<file path="config.mk">
export PLATFORM = sky130hd
export DESIGN_NAME = sext_accum
export DESIGN_NICKNAME = d
export VERILOG_FILES = /design/src/rtl/sext_accum_pkg.sv /design/src/rtl/sext_accum_sign_extend.sv /design/src/rtl/sext_accum.sv
export SDC_FILE = /design/constraint.sdc
export NUM_CORES = 1
export LEC_CHECK = 0
export BUFFER_PORTS_ARGS = -buffer_cell sky130_fd_sc_hd__clkbuf_2
export CAP_MARGIN = 40
export CORE_ASPECT_RATIO = 0.6
export CORE_MARGIN = 2
export CORE_UTILIZATION = 45
export CTS_CLUSTER_SIZE = 24
export DETAILED_ROUTE_END_ITERATION = 8
export PLACE_DENSITY = 0.75
export SETUP_SLACK_MARGIN = 0.02
export SKIP_LAST_GASP = 1
export SLEW_MARGIN = 20
export SYNTH_ARGS = -nofsm -noshare
export SYNTH_HDL_FRONTEND = slang
export SYNTH_SLANG_ARGS = --single-unit
</file>
<file path="constraint.sdc">
create_clock -name i_clk -period 5.6 [get_ports i_clk]
set_input_delay 0.84 -clock i_clk [delete_from_list [all_inputs] [get_ports i_clk]]
set_output_delay 0.84 -clock i_clk [all_outputs]
set_load 0.02 [all_outputs]
</file>
<file path="src/rtl/sext_accum_pkg.sv">
// Shared types and constant helpers for the sign-extending frame accumulator.
// Width-generic helpers work on a 64-bit container; callers slice to their own width.
package sext_accum_pkg;

   typedef enum logic {
      ACC = 1'b0,
      OUT = 1'b1
   } state_t;

   localparam int MAXW = 64;

   // Largest positive n-bit two's-complement value, right-aligned in MAXW bits.
   function automatic logic [MAXW-1:0] max_val(input logic [6:0] n);
      return (64'd1 << (n - 7'd1)) - 64'd1;
   endfunction

   // Most negative n-bit two's-complement value, right-aligned in MAXW bits.
   function automatic logic [MAXW-1:0] min_val(input logic [6:0] n);
      return 64'd1 << (n - 7'd1);
   endfunction

   // An (n+1)-bit sum of two sign-extended n-bit operands overflowed n bits
   // exactly when its top two bits disagree.
   function automatic logic sum_ovf(input logic [MAXW:0] s, input logic [6:0] n);
      return s[n] != s[n - 7'd1];
   endfunction

endpackage

</file>
<file path="src/rtl/sext_accum_sign_extend.sv">
// Purely combinational K-to-N signed widening.
module sign_extend #(
   parameter int K = 8,
   parameter int N = 16
) (
   input  logic [K-1:0] narrow,
   output logic [N-1:0] wide
);

   assign wide = {{(N-K){narrow[K-1]}}, narrow};

endmodule

</file>
<file path="src/rtl/sext_accum.sv">
// Sums L sign-extended K-bit samples into one N-bit frame result with optional
// clamping; valid/ready on both sides, never accepting input while a result is pending.
module sext_accum
   import sext_accum_pkg::*;
#(
   parameter int K   = 8,
   parameter int N   = 16,
   parameter int L   = 4,
   parameter bit SAT = 1'b1
) (
   input  logic         i_clk,
   input  logic         i_rst_n,
   input  logic         i_valid,
   output logic         o_ready,
   input  logic [K-1:0] i_data,
   output logic         o_valid,
   input  logic         i_ready,
   output logic [N-1:0] o_data,
   output logic         o_ovf
);

   localparam int CW = (L > 1) ? $clog2(L) : 1;
   localparam logic [CW-1:0] CNT_LAST = CW'(L - 1);

   localparam logic [MAXW-1:0] MAX_W = max_val(7'(N));
   localparam logic [MAXW-1:0] MIN_W = min_val(7'(N));
   localparam logic signed [N-1:0] ACC_MAX = MAX_W[N-1:0];
   localparam logic signed [N-1:0] ACC_MIN = MIN_W[N-1:0];

   state_t state, state_nxt;

   logic [CW-1:0]         cnt;
   logic signed [N-1:0]   acc;
   logic                  ovf;

   logic [N-1:0]          x_wide;
   logic signed [N-1:0]   x_p0;
   logic signed [N:0]     sum_p0;
   logic                  step_ovf_p0;
   logic signed [N-1:0]   acc_nxt_p0;
   logic                  in_acc;
   logic                  out_acc;

   // Clamp toward the sign of the true sum only when enabled; otherwise wrap.
   function automatic logic signed [N-1:0] sat_step(input logic signed [N:0] s,
                                                    input logic            over);
      if (SAT && over)
         return s[N] ? ACC_MIN : ACC_MAX;
      else
         return s[N-1:0];
   endfunction

   sign_extend #(
      .K(K),
      .N(N)
   ) u_sext (
      .narrow(i_data),
      .wide  (x_wide)
   );

   assign x_p0        = x_wide;
   assign sum_p0      = {acc[N-1], acc} + {x_p0[N-1], x_p0};
   assign step_ovf_p0 = sum_ovf({{(MAXW-N){1'b0}}, sum_p0}, 7'(N));
   assign acc_nxt_p0  = sat_step(sum_p0, step_ovf_p0);

   assign o_ready = (state == ACC);
   assign o_valid = (state == OUT);
   assign in_acc  = i_valid && o_ready;
   assign out_acc = o_valid && i_ready;

   always_ff @(posedge i_clk) begin
      if (!i_rst_n)
         state <= ACC;
      else
         state <= state_nxt;
   end

   always_comb begin
      state_nxt = state;
      case (state)
         ACC: if (in_acc && (cnt == CNT_LAST)) state_nxt = OUT;
         OUT: if (out_acc) state_nxt = ACC;
         default: state_nxt = ACC;
      endcase
   end

   // Sum stage -> accumulator and frame output registers
   always_ff @(posedge i_clk) begin
      if (!i_rst_n) begin
         cnt    <= '0;
         acc    <= '0;
         ovf    <= 1'b0;
         o_data <= '0;
         o_ovf  <= 1'b0;
      end else if (in_acc) begin
         acc <= acc_nxt_p0;
         ovf <= ovf | step_ovf_p0;
         if (cnt == CNT_LAST) begin
            cnt    <= '0;
            o_data <= acc_nxt_p0;
            o_ovf  <= ovf | step_ovf_p0;
         end else begin
            cnt <= cnt + CW'(1);
         end
      end else if (out_acc) begin
         acc <= '0;
         ovf <= 1'b0;
      end
   end

endmodule

</file>
==> flow_metrics.tcl <==
set metrics [dict create \
    outcome "finished clean" \
    yosys_warnings 0 \
    die_y_um 58.2 \
    cts_resized 0 \
    cts_setup_buffers 0 \
    hold_start "o_data[15]" \
    ir_drop_uv 177 \
    crit_family "simple AND/OR/NAND/NOR gates" \
    p_leak_nw 1.10 \
    critical_path.cell_chain "clkbuf_2, ha_1, inv_1, fa_1, nor2b_1, o2111ai_1, nand3_1, a31oi_4, nor4_4, nor2_1, a211oi_1" \
    grt_pass1_wl_um 9030 \
    die_width_um 94.3 \
    postLayoutCoreUtil_pct 53.7 \
    clkSinkCount 37 \
    maxSlewHeadroom_pct 52.0 \
    tightest_slew_ns 0.715 \
    hp-class "reg -> reg" \
    wl_per_cell_um 16.0 \
    start_util_pct 47.4 \
    synth_edf_count 0 \
    layout_common_cells "nand2_1 (44), dfxtp_1 (37), clkbuf_2 (30), a21oi_1 (23), ha_1 (17)" \
    worstPathRequired_ns 5.80 \
    hpwl_um 4400 \
    final_hold_viol_count 0 \
    cts_buffer_depth 2 \
    ys_seq_area_share_pct 33.7 \
    syn_nets 295 \
    finalSetupViolCount 0 \
    critPathArrivalTime_ns 3.56 \
    cts_buffers 5 \
    layout_commonest_cell "nand2_1" \
    grt_usage_pct 21.5 \
    routabilityCongestion 0.956 \
    dieArea_um2 5480 \
    finalSetupTns_ns 0 \
    grt_pass1_vias 1793 \
    rows 19 \
    fin_worst_skew_ns 0.00611 \
    routed_wirelength_um 5760 \
    grt_start_max_net_pins 18 \
    drcViolationCount 0 \
    cap_viol_max_count 0 \
    yosysTopAreaCellShare_pct 33.7 \
    yosysTopAreaCell "dfxtp_1" \
    power_uw 901 \
    cp_slowest_stage_delay_ns 0.70 \
    crit_buf_inv 2 \
    io_buffer_count 30 \
    antenna_found_initial 0 \
    cts_tree "done" \
    min_period_ns 3.36 \
    synth_flop_cell "dfxtp_1" \
    pin_count 31 \
    timing.rr.start "acc[0]" \
    synth_cell_types 47 \
    fin_crit_sh_pct 60.0 \
    clk_latency_ns 0.29 \
    rsz0062_at_grt "no" \
    cpMaxStageDelayCell "nor4_4" \
    ys_seq_elements 37 \
    cts-hold-fix-buffers 0 \
    synthTopCellsByArea "dfxtp_1 (34%), ha_1 (9.7%), nand2_1 (7.5%)" \
    syn_area_um2 2200 \
    via_count 2141 \
    max_freq_mhz 298 \
    viasPerCell 5.96 \
    drive_above_1_share_pct 16.2 \
    cts.clk_slew.worst_paths_ns 0.08 \
    fin_nets 325 \
    start_kind "primary input" \
    synth-async-reset-ratio_pct 0 \
    syn-instance-count 265 \
    worst-path-max-fanout 13 \
    first_pass_iters 5 \
    ant_nets 0 \
    overflow 0 \
    worst_setup_path_end_kind "flop" \
    htreeDepth 2 \
    critPathKind "in -> reg" \
    area_growth_pct 13.2 \
    coreArea_um2 4640 \
    syn_avg_cell_area_um2 8.30 \
    powerDensity_nw_per_um2 362 \
    final_cell_area_um2 2490 \
    root_buffer "clkbuf_8" \
    placed_cell_area_um2 2400 \
    diodes 0 \
    critPathLaunch "i_data[0]" \
    slew_violations 0 \
    drt_iter0_drc 198 \
]
==> cells in the mapped netlist (4+ instances only) <==
cell type and count:
nand2_1 44, dfxtp_1 37, a21oi_1 23, ha_1 17, nor2_1 16, o21ai_1 14, o21ai_0 9, inv_1 7
xnor2_1 7, a211oi_1 6, a21o_1 6, o211ai_1 6, xor2_1 6, and3_1 5, clkbuf_1 5, nor2b_1 5
a31oi_1 4, nand3_1 4, o311ai_0 4
==> stage by stage <==
| step | instances | setup slack (ns) | hold slack (ns) |
|---|---|---|---|
| after global routing | 359 | 2.04 | 0.475 |
| after global placement | 351 | 2.09 | 0.430 |
| final | 359 | 2.24 | 0.453 |
| after floorplan | 265 | 2.71 | 0.433 |
| after CTS | 359 | 2.26 | 0.453 |
| after detailed placement | 351 | 2.00 | 0.443 |
==> layer usage <==
metal  share of wire (%)  track usage, %  vias up  wire length [µm]
li1                    -               -     1039                 -
met1                  53            34.4      985              3060
met2                  35            27.8      108              2040
met3                  10            5.72        9               580
met4                 1.4            5.59        0                79
met5                   0               0        -                 0
==> logic make-up after synthesis <==
family                     count (synthesis)  synth area share, %
buffers and inverters                     16                 3.02
and+or+nand+nor                           85                 18.0
xor gates and xnor gates                  13                 5.18
DFF                                       37                 33.7
adders and majority gates                 18                 10.6
AOI/OAI and AO/OA                         96                 29.5
==> state kept, by name, summed over array words and instances (netlist names) <==
name / count
acc: 16
o_data: 16
cnt: 2
o_ovf: 1
o_valid: 1
ovf: 1
==> worst paths after layout <==
path	end	slack [ns]	cells after the start
worst max-delay path	acc[14]	2.24	11
worst min-delay path	o_data[15]	0.45	2
worst max register to register	acc[14]	2.53	10
worst min register to register	o_data[15]	0.45	2
==> worst min-delay path, stage by stage, from the launching register on <==
cell     delay [ns]
dfxtp_1        0.32
nand2_1        0.05
nand2_1        0.05
==> area by class of cell <==
type | count | area, µm²
Fill cell | 443 | 2150
Multi-Input combinational cell | 212 | 1390
Sequential cell | 37 | 741
Timing Repair Buffer | 32 | 165
Tap cell | 63 | 78.8
Clock buffer | 5 | 68.8
Inverter | 7 | 26.3
Clock inverter | 3 | 17.5
==> where the power goes <==
part | leakage (nW) | internal [mW] | switching [mW] | total, mW
logic | 0.752 | 0.145 | 0.252 | 0.397
clock network | 0.0439 | 0.0860 | 0.101 | 0.187
registers | 0.303 | 0.294 | 0.0223 | 0.317
Power figures use the tool's default switching activity.
